`src/rtl/caq_tape_player.sv`:
```
// CAQ tape player: fetches the tape image from SDRAM during refresh windows
// and serialises it into the cassette square-wave bit stream.
module caq_tape_player #(
    parameter int ADDR_W    = 16,
    parameter int HALF_ZERO = 2,
    parameter int HALF_ONE  = 1,
    parameter int STOP_BITS = 2
) (
    input  logic              clk,
    input  logic              reset_n,
    input  logic              ce_tape,
    input  logic              sdram_available,
    input  logic              sdram_ready,
    input  logic [7:0]        data,
    input  logic [ADDR_W-1:0] length,
    input  logic              loaded,
    output logic [ADDR_W-1:0] addr,
    output logic              req,
    output logic              out,
    output logic              active
);

    localparam int FRAME_W = 9 + STOP_BITS;
    localparam int BIT_W   = $clog2(FRAME_W + 1);

    typedef enum logic [2:0] {
        IDLE,
        FETCH,
        WAIT,
        PLAY,
        DRAIN
    } state_t;

    state_t state, state_d;

    logic [ADDR_W-1:0]  len_q;
    logic [7:0]         buf_q;
    logic               buf_valid;
    logic               loaded_q;
    logic [FRAME_W-1:0] shreg;
    logic [BIT_W-1:0]   bits_left;
    logic [7:0]         tick;
    logic               low_half;
    logic               busy;

    logic       cur_one;
    logic [7:0] half_len;
    logic       half_done;
    logic       frame_done;
    logic       load_frame;
    logic       fetch_go;

    assign cur_one    = shreg[FRAME_W-1];
    assign half_len   = cur_one ? 8'(HALF_ONE) : 8'(HALF_ZERO);
    assign half_done  = ce_tape && busy && (tick == half_len - 8'd1);
    assign frame_done = half_done && low_half && (bits_left == BIT_W'(1));
    assign load_frame = ce_tape && buf_valid && (!busy || frame_done);
    // the cycle after a load keeps req low so an aborted request is seen to drop
    assign fetch_go   = sdram_available && !loaded_q;

    assign req    = (state == WAIT) || ((state == FETCH) && fetch_go);
    assign active = (state != IDLE);

    always_ff @(posedge clk or negedge reset_n) begin
        if (!reset_n) begin
            state <= IDLE;
        end else begin
            state <= state_d;
        end
    end

    always_comb begin
        state_d = state;
        unique case (state)
            IDLE:  state_d = IDLE;
            FETCH: if (fetch_go) state_d = WAIT;
            WAIT:  if (sdram_ready) state_d = PLAY;
            PLAY: begin
                if (!buf_valid) begin
                    state_d = (addr < len_q) ? FETCH : DRAIN;
                end
            end
            DRAIN: if (!busy) state_d = IDLE;
            default: state_d = IDLE;
        endcase
        if (loaded) begin
            state_d = (length != '0) ? FETCH : IDLE;
        end
    end

    always_ff @(posedge clk or negedge reset_n) begin
        if (!reset_n) begin
            addr      <= '0;
            len_q     <= '0;
            buf_q     <= '0;
            buf_valid <= 1'b0;
            loaded_q  <= 1'b0;
            shreg     <= '0;
            bits_left <= '0;
            tick      <= '0;
            low_half  <= 1'b0;
            busy      <= 1'b0;
            out       <= 1'b0;
        end else begin
            loaded_q <= loaded;
            if (loaded) begin
                len_q     <= length;
                addr      <= '0;
                buf_valid <= 1'b0;
                shreg     <= '0;
                bits_left <= '0;
                tick      <= '0;
                low_half  <= 1'b0;
                busy      <= 1'b0;
                out       <= 1'b0;
            end else begin
                if ((state == WAIT) && sdram_ready) begin
                    buf_q     <= data;
                    buf_valid <= 1'b1;
                    addr      <= addr + 1'b1;
                end
                // next frame is taken on the same tick that ends the last low half
                if (load_frame) begin
                    shreg     <= {1'b0, buf_q, {STOP_BITS{1'b1}}};
                    bits_left <= BIT_W'(FRAME_W);
                    buf_valid <= 1'b0;
                    busy      <= 1'b1;
                    out       <= 1'b1;
                    tick      <= '0;
                    low_half  <= 1'b0;
                end else if (busy && ce_tape) begin
                    if (!half_done) begin
                        tick <= tick + 8'd1;
                    end else begin
                        tick <= '0;
                        if (!low_half) begin
                            low_half <= 1'b1;
                            out      <= 1'b0;
                        end else if (bits_left == BIT_W'(1)) begin
                            busy     <= 1'b0;
                            low_half <= 1'b0;
                            out      <= 1'b0;
                        end else begin
                            shreg     <= shreg << 1;
                            bits_left <= bits_left - BIT_W'(1);
                            low_half  <= 1'b0;
                            out       <= 1'b1;
                        end
                    end
                end
            end
        end
    end

endmodule

```
`config.mk`:
```
export PLATFORM = sky130hd
export DESIGN_NAME = caq_tape_player
export DESIGN_NICKNAME = d
export VERILOG_FILES = /design/src/rtl/caq_tape_player.sv
export SDC_FILE = /design/constraint.sdc
export NUM_CORES = 1
export LEC_CHECK = 0
export ABC_AREA = 1
export BUFFER_PORTS_ARGS = -buffer_cell sky130_fd_sc_hd__buf_2
export CORE_ASPECT_RATIO = 0.6
export CORE_MARGIN = 2
export CORE_UTILIZATION = 53
export CTS_BUF_LIST = sky130_fd_sc_hd__clkbuf_8
export DETAILED_ROUTE_END_ITERATION = 8
export PLACE_DENSITY = 0.74
export SLEW_MARGIN = 20
export SYNTH_ARGS = -nofsm -noshare
export SYNTH_HDL_FRONTEND = slang
export SYNTH_SLANG_ARGS = --single-unit
export TNS_END_PERCENT = 100
```
`constraint.sdc`:
```
create_clock -name clk -period 2.28 [get_ports clk]
set_input_delay 0 -clock clk [delete_from_list [all_inputs] [get_ports clk]]
set_output_delay 0 -clock clk [all_outputs]
set_load 0.05 [all_outputs]
```
==> results.ini <==
[synth]
yosys.area.top_type = dfrtp_1
ys_types = 40
synth_top_family_by_area = simple AND/OR/NAND/NOR gates
synth_xor_area_share_pct = 2.00
synth.most_common_cell = nand2_1
async_flop_share_pct = 100
synth_warnings = 0
yosysSeqAreaShare_pct = 45.0
synthCells = 497
ys_top_cells_by_count = nand2_1 (143), dfrtp_1 (71), inv_1 (56), nand3_1 (36), nor2_1 (35)
netlist_area_um2 = 3950
yosys.area_share.simple_pct = 30.4
synth_top_cell_area_share_pct = 45.0
ys.flop_type = dfrtp_1
synth_edf_count = 0
synth-compound-area-share_pct = 8.58
synthAdderAreaFrac_pct = 6.02
syn_area_per_cell_um2 = 7.95
synth-seq-cells = 71
synth_fp_nets = 546
muxShareOfSynthArea_pct = 0
synthTopCellsByArea = dfrtp_1 (45%), nand2_1 (14%), ha_1 (6.0%), inv_1 (5.3%), nand3_1 (4.6%)

[pwr]
p_per_area_nw_per_um2 = 652
max-vdd-ir-drop_mv = 0.547
leakagePower_nw = 2.52

[drt]
ant_nets = 0
wl_per_cell_um = 13.3
first_pass_iters = 5
viasPerCell = 5.17
dr.first_iter.drc_count = 288
vias = 3514
drc = 0
routed_wl_um = 9040

[timing]
skew_ps = 6.27
setup-tns-final_ps = 0
setup_viol_count_final = 0
relSlewSlack_pct = 62.3
rsz0062_at_grt = false
fmax_ghz = 0.490
fin_crit_sh_pct = 89.4
hold_slack_ps = 13.5
hold_viol = 0
min_period_ps = 2040
maxSlewViolCount = 0
tightest_slew_ps = 565

[setup_path]
path_buf_inv = 2
worstPathRequired_ps = 2510
timing.rr.start = bits_left[1]
cp-start-kind = register
cp_slowest_cell = dfrtp_1
slowest_delay_ps = 380
cpMostUsedCell = nand3_1
r2r-end = bits_left[3]
cpLargestDelayFamily = simple AND/OR/NAND/NOR gates
worstPathCellList = inv_1 -> ha_1 -> nand3_1 -> nor2_1 -> nand3_1 -> nand2_2 -> nand2_4 -> nand3_4 -> inv_2 -> nand2_1 -> nand3_1
crit_fanout = 17
r2r_setup_slack_ps = 240
end_kind = register
worst_r2r_path_depth = 11
path_class = reg -> reg
cp.arrival_ps = 2270

[grt]
grt.total_usage_pct = 24.3
grt_pass1_vias = 3256
gr-total-overflow = 0
grt_start_max_net_pins = 49
grt_pass1_wl_um = 15600
antenna_found_initial = 0

[final_layout]
final_layout_size_suffix_gt1_share_pct = 15.6
num-nets-final = 620
finalCoreUtilization_pct = 65.5
antenna_cells = 0
synthToLayoutAreaGrowth_pct = 20.1

[clock_tree]
cts_root_buffer = clkbuf_8
post-cts-setup-buffers = 0
hold_buffers = 26
clk_latency_ps = 350
cts_tree = yes
cts_resized = 0
cts_sinks = 71
numCtsBuffers = 9
htreeDepth = 3
clk_path_buf_depth = 2
clk_pin_slew_ps = 80

[floorplanning]
rows = 24
pin_count = 49
core_area_um2 = 7240
die_w_um = 115
die_h_um = 70.9
initial_core_util_pct = 54.6
die_area_um2 = 8180

[min_path]
hold_class = in -> reg
hold_path_end = buf_valid
min-delay-start = sdram_ready
hold_depth = 3

[place]
numPortBuffers = 48
dpl.hpwl_um = 6380
globalplace.congestion = 0.858

[run]
maxCapViolations = 0

[status]
status = finished, final reports clean

where the power goes:
group	switching [W]	leakage, nW	internal (W)
sequential	0.0000951	0.939	0.00139
clock	0.000468	0.114	0.000588
combinational	0.000363	1.47	0.000192
how the worst max path moves through the flow:
stage                             from           end  cells after the start
after global placement    bits_left[1]  bits_left[3]                     11
after global routing      bits_left[1]  bits_left[3]                     11
after CTS                 bits_left[1]  bits_left[3]                     11
after detailed placement  bits_left[1]  bits_left[3]                     11
final                     bits_left[1]  bits_left[3]                     11
after floorplan                addr[1]      addr[12]                      8
cell type report:
type,count,area [um2]
clock inverter,4,43.8
timing repair buffer,79,551
inverter,59,221
tap,104,130
clock buffer,12,165
sequential,71,1780
fill,595,2490
multi-input combinational,351,1860
kinds of logic after synthesis:
| family | after synthesis |
|---|---|
| and+or+nand+nor | 259 |
| buffers and inverters | 75 |
| xor gates and xnor gates | 9 |
| DFF | 71 |
| AOI/OAI and AO/OA | 64 |
| adders and majority gates | 19 |
stage by stage:
stage / setup slack, ps / std cells / power [W] / cell area (um2)
2_1_floorplan: 544 / 497 / 0.00185 / 3950
3_3_place_gp: 415 / 638 / 0.00200 / 4270
3_5_place_dp: 288 / 638 / 0.00202 / 4270
4_1_cts: 263 / 680 / 0.00312 / 4740
5_1_grt: 69.3 / 680 / 0.00328 / 4740
6_report: 241 / 680 / 0.00309 / 4740
state kept, by name, summed over array words and instances, names as in the netlist:
name / flops
addr: 16
bits_left: 4
buf_q: 8
buf_valid: 1
busy: 1
len_q: 16
loaded_q: 1
low_half: 1
out: 1
shreg: 11
state: 3
tick: 8
layout by cell type, fill, tap and decap left out, drive strengths merged, types with 2 or more instances in the layout:
cell type,count
xor2,8
nor4,4
clkinv,2
nand2,148
nand3,39
dfrtp,71
dlygate4sd3,26
a21oi,22
clkbuf,12
ha,19
buf,53
o21ai,38
nand4,16
nor3,8
nand3b,2
inv,60
nor2,38
worst reg2reg max path, delay by kind of cell, from the launching register on:
kind / cells / cell delay [ps]
buf+inv: 2 / 230
fa+ha+maj: 1 / 170
simple gates: 8 / 1130
flops: 1 / 380
routing by layer:
metal / vias to the layer above / part of all wire [%] / GRT usage, % / wire length (um)
li1: 1767 / - / - / -
met5: - / 0 / 0 / 0
met2: 102 / 42 / 33.5 / 3780
met1: 1639 / 51 / 38.4 / 4630
met4: 0 / 0.53 / 5.09 / 48
met3: 6 / 6.4 / 6.26 / 581
(Power assumes the default switching activity.)
